**src/rtl/core_loader.sv**
```systemverilog
// core_loader: loads an image into data memory, runs the core with a timeout, then streams the result region out
module core_loader #(
    parameter int LOAD_BASE = 0,
    parameter int LOAD_LEN  = 64,
    parameter int RES_BASE  = 64,
    parameter int RES_LEN   = 32,
    parameter int TIMEOUT   = 4095
) (
    input  logic       clk,
    input  logic       reset,
    input  logic       in_valid,
    input  logic [7:0] in_data,
    output logic       in_ready,
    output logic       mem_sel,
    output logic       mem_we,
    output logic       mem_re,
    output logic [7:0] mem_addr,
    output logic [7:0] mem_wdata,
    input  logic [7:0] mem_rdata,
    output logic       core_start,
    input  logic       core_done,
    output logic       out_valid,
    output logic [7:0] out_data,
    input  logic       out_ready,
    output logic       busy,
    output logic       error
);
    typedef enum logic [2:0] {LOAD, START, RUN, DUMP_RD, DUMP_OUT, DONE, ERR} state_t;
    localparam logic [7:0] LOAD_B = 8'(LOAD_BASE);
    localparam logic [7:0] LOAD_LAST = 8'(LOAD_LEN - 1);
    localparam logic [7:0] RES_B = 8'(RES_BASE);
    localparam logic [7:0] RES_LAST = 8'(RES_LEN - 1);
    localparam logic [15:0] RUN_MAX = 16'(TIMEOUT);
    state_t state, state_next;
    logic [7:0] cnt, idx, wr_addr, data_q;
    logic [15:0] run_cnt;
    logic fresh, accept;
    always_comb begin
        accept = in_valid && in_ready;
        state_next = state;
        case (state)
            LOAD:     state_next = accept && cnt == LOAD_LAST ? START : LOAD;
            START:    state_next = RUN;
            RUN:      state_next = core_done ? DUMP_RD : run_cnt == RUN_MAX ? ERR : RUN;
            DUMP_RD:  state_next = DUMP_OUT;
            DUMP_OUT: state_next = !out_ready ? DUMP_OUT : idx == RES_LAST ? DONE : DUMP_RD;
            default:  state_next = state;
        endcase
        core_start = state != RUN;
        mem_sel = state != RUN;
        busy = state != DONE && state != ERR;
        error = state == ERR;
        out_valid = state == DUMP_OUT;
        mem_re = state == DUMP_RD;
        mem_addr = mem_re ? RES_B + idx : wr_addr;
        // read data is only valid the cycle after mem_re, so later cycles replay the captured copy
        out_data = fresh ? mem_rdata : data_q;
    end
    always_ff @(posedge clk) begin
        if (!reset) begin
            state <= LOAD;
            in_ready <= 1'b0;
            mem_we <= 1'b0;
            wr_addr <= 8'd0;
            mem_wdata <= 8'd0;
            cnt <= 8'd0;
            idx <= 8'd0;
            run_cnt <= 16'd0;
            fresh <= 1'b0;
            data_q <= 8'd0;
        end else begin
            state <= state_next;
            in_ready <= state_next == LOAD;
            mem_we <= accept;
            if (accept) begin
                wr_addr <= LOAD_B + cnt;
                mem_wdata <= in_data;
                cnt <= cnt + 8'd1;
            end
            run_cnt <= state == RUN ? run_cnt + 16'd1 : 16'd0;
            fresh <= state == DUMP_RD;
            if (fresh) data_q <= mem_rdata;
            if (state == DUMP_OUT && out_ready) idx <= idx + 8'd1;
        end
    end
endmodule

```
**config.mk**
```make
export PLATFORM = sky130hd
export DESIGN_NAME = core_loader
export DESIGN_NICKNAME = d
export VERILOG_FILES = /design/src/rtl/core_loader.sv
export SDC_FILE = /design/constraint.sdc
export NUM_CORES = 1
export LEC_CHECK = 0
export ABC_AREA = 1
export CAP_MARGIN = 20
export CORE_MARGIN = 2
export CORE_UTILIZATION = 58
export CTS_BUF_LIST = sky130_fd_sc_hd__clkbuf_4
export CTS_CLUSTER_DIAMETER = 150
export DETAILED_ROUTE_END_ITERATION = 10
export GPL_ROUTABILITY_DRIVEN = 0
export HOLD_SLACK_MARGIN = 0.08
export PLACE_DENSITY = 0.87
export SLEW_MARGIN = 5
export SYNTH_ARGS = -nofsm -noshare
export SYNTH_HDL_FRONTEND = slang
export SYNTH_SLANG_ARGS = --single-unit
```
**constraint.sdc**
```tcl
create_clock -name clk -period 4 [get_ports clk]
set_clock_uncertainty 0.2 [all_clocks]
set_input_delay 0.4 -clock clk [delete_from_list [all_inputs] [get_ports clk]]
set_output_delay 0.4 -clock clk [all_outputs]
set_load 0.01 [all_outputs]
```
==> results_dict.tcl <==
set metrics [dict create \
    worst_pin_slew_ns 0.513 \
    antenna_found_initial 0 \
    wl_per_cell_um 11.0 \
    ir_worst_vdd_uv 301 \
    start_util 0.594 \
    start_kind "register" \
    seq_area_frac_synth 0.445 \
    worst-setup-path-type "register to output pin" \
    max_stage_delay_ns 0.55 \
    clock_power_share 0.353 \
    post-route-min-period_ns 2.61 \
    finalSetupTns_ns 0 \
    rsz0062_at_grt "false" \
    synthCells 395 \
    core_area_um2 4690 \
    stdcell_area_um2 3450 \
    endpoint_kind "output pin" \
    path_cells "nand2_2 > nor2_4 > inv_2 > o21ai_1 > clkdlybuf4s50_1" \
    ant_nets 0 \
    critical_path_required_ns 3.40 \
    nets 472 \
    p_sw_frac 0.231 \
    clock_latency_ns 0.39 \
    grt_max_degree 31 \
    clockBufferDepth 2 \
    cts_buffers 9 \
    synth-seq-cells 62 \
    syn2layout_area_growth_pct 23.7 \
    num_rows 25 \
    drive_gt1_frac 0.0841 \
    p_comb_frac 0.073 \
    yosys.area_share.xor_xnor 0.00943 \
    grt_usage 0.225 \
    synthTopCellsByCount "nand2_1 (96), dfxtp_1 (62), nor2_1 (52)" \
    ios 53 \
    drv_cap 0 \
    cts.hold.buffers_added 0 \
    placed_cell_area_um2 3320 \
    setup_viol 0 \
    firstDrtPassIters 4 \
    synth_top_area_frac 0.445 \
    netlist_area_um2 2790 \
    die_w_um 73.3 \
    synth_mux_area_frac 0 \
    synth_top_family_by_area "simple AND/OR/NAND/NOR gates" \
    synth_most_common_cell "nand2_1" \
    slew_violations 0 \
    synth_area_leaders "dfxtp_1 (45%), nand2_1 (13%), nor2_1 (7.0%)" \
    netlist-cell-type-count 33 \
    design.die.area_um2 5370 \
    grt_pass1_wl_um 9400 \
    power_frac_seq 0.574 \
    clkTransAtPathRegs_ns 0.09 \
    async_flop_share 0 \
    grt_pass1_vias 2222 \
    p_int_mw 0.854 \
    cts_resized 0 \
    stdcell_count 506 \
    routed_wl_um 5580 \
    place_hpwl_um 4130 \
    drtIter0Drc 91 \
    synth_warnings 0 \
    path_max_fanout 14 \
    critical_path_arrival_ns 2.01 \
    netSwitchingPower_mw 0.256 \
    avgSynthCellArea_um2 7.05 \
    overflow 0 \
    period_share 0.652 \
    root_buffer "clkbuf_4" \
    max_freq_ghz 0.383 \
    viasPerCell 5.03 \
    ys.flop_type "dfxtp_1" \
    synth_edf_count 0 \
    post_cts_buffers 0 \
    dp_cells 490 \
    drc 0 \
    yosys.area_share.adder 0.0180 \
    leakage_nw 1.36 \
    synth-compound-area-share 0.136 \
    hold_class "register to register" \
    port_buffers 52 \
    synth_nets 420 \
    antenna_cells 0 \
    synth-simple-area-share 0.306 \
    die_y_um 73.3 \
    cts_tree "done" \
    vias 2546 \
    h-tree-depth 3 \
    run_status "finished clean" \
    synth_top_area_cell "dfxtp_1" \
    cts_sinks 62 \
    cpMaxStageDelayCell "clkdlybuf4s50_1" \
    power_density_nw_per_um2 322 \
    final-hold-violation-count 0 \
    max_slew_margin 0.657 \
]
-- power by group through the flow --
stage	combinational (mW)	clock [mW]	sequential [mW]
4_1_cts	0.0820	0.400	0.637
2_1_floorplan	0.0325	0	0.652
5_1_grt	0.0905	0.431	0.638
3_3_place_gp	0.0795	0	0.651
3_5_place_dp	0.0812	0	0.651
6_report	0.0814	0.392	0.636
-- flip-flops by register name, indices dropped and copies added (netlist names) --
register   cells
cnt            8
data_q         8
fresh          1
idx            8
in_ready       1
mem_wdata      8
mem_we         1
run_cnt       16
state          3
wr_addr        8
-- path summary, 6_finish.rpt --
check / start / end / slack [ns] / cells after the start
max: state[0]$_SDFF_PN0_ / mem_addr[2] / 1.39 / 5
min: run_cnt[0]$_SDFF_PN0_ / run_cnt[0]$_SDFF_PN0_ / 0.25 / 1
max reg2reg: in_ready$_SDFF_PN0_ / cnt[5]$_SDFFE_PN0N_ / 1.98 / 7
min reg2reg: run_cnt[0]$_SDFF_PN0_ / run_cnt[0]$_SDFF_PN0_ / 0.25 / 1
-- area by class of cell --
type / instances / area [um^2]
Clock buffer: 9 / 67.6
Clock inverter: 7 / 55.1
Fill cell: 386 / 1240
Inverter: 48 / 180
Multi-Input combinational cell: 273 / 1310
Sequential cell: 62 / 1240
Tap cell: 54 / 67.6
Timing Repair Buffer: 53 / 528
-- metal layers --
metal	global-route usage	up-vias	part of all wire	wire (um)
li1	-	1369	-	-
met1	0.290	1114	0.45	2490
met4	0.109	0	0.0086	48
met5	0	-	0	0
met2	0.363	58	0.49	2760
met3	0.0425	5	0.051	283
-- cell usage in the layout, fill, tap and decap left out, types with 2 or more instances in the layout --
cell type,synthesis,final
nand2_1,96,96
dfxtp_1,62,62
nor2_1,52,52
clkdlybuf4s50_1,0,52
a21oi_1,36,36
inv_1,32,32
nand3_1,21,21
o21ai_0,19,19
o21ai_1,16,16
inv_2,14,14
clkbuf_4,0,9
clkinv_1,2,6
nor3_1,6,6
nand4_1,4,4
ha_1,4,4
nor2_4,2,2
xnor2_1,2,2
nand3_2,2,2
clkinv_2,0,2
-- cell families (layout without fill, tap and decap cells) --
group,Yosys count,in the layout
fa+ha+maj,4,4
compound gates,74,74
simple gates,192,192
xor+xnor,3,3
flops,62,62
buf+inv,60,117
-- critical path, delay by kind of cell, from the launching register on --
| kind | cells | cell delay (ns) |
|---|---|---|
| buf+inv | 2 | 0.67 |
| compound gates | 1 | 0.15 |
| flops | 1 | 0.50 |
| simple gates | 2 | 0.29 |
-- metrics by stage --
step | utilization | hold WS, ns | setup WS, ns | power [mW]
after detailed placement | 0.709 | 0.244 | 1.52 | 0.732
after global placement | 0.709 | 0.231 | 1.63 | 0.730
final | 0.735 | 0.254 | 1.39 | 1.11
after floorplan | - | 0.218 | 2.25 | 0.684
after CTS | 0.735 | 0.259 | 1.37 | 1.12
after global routing | 0.735 | 0.282 | 1.22 | 1.16
(Power assumes the default switching activity.)
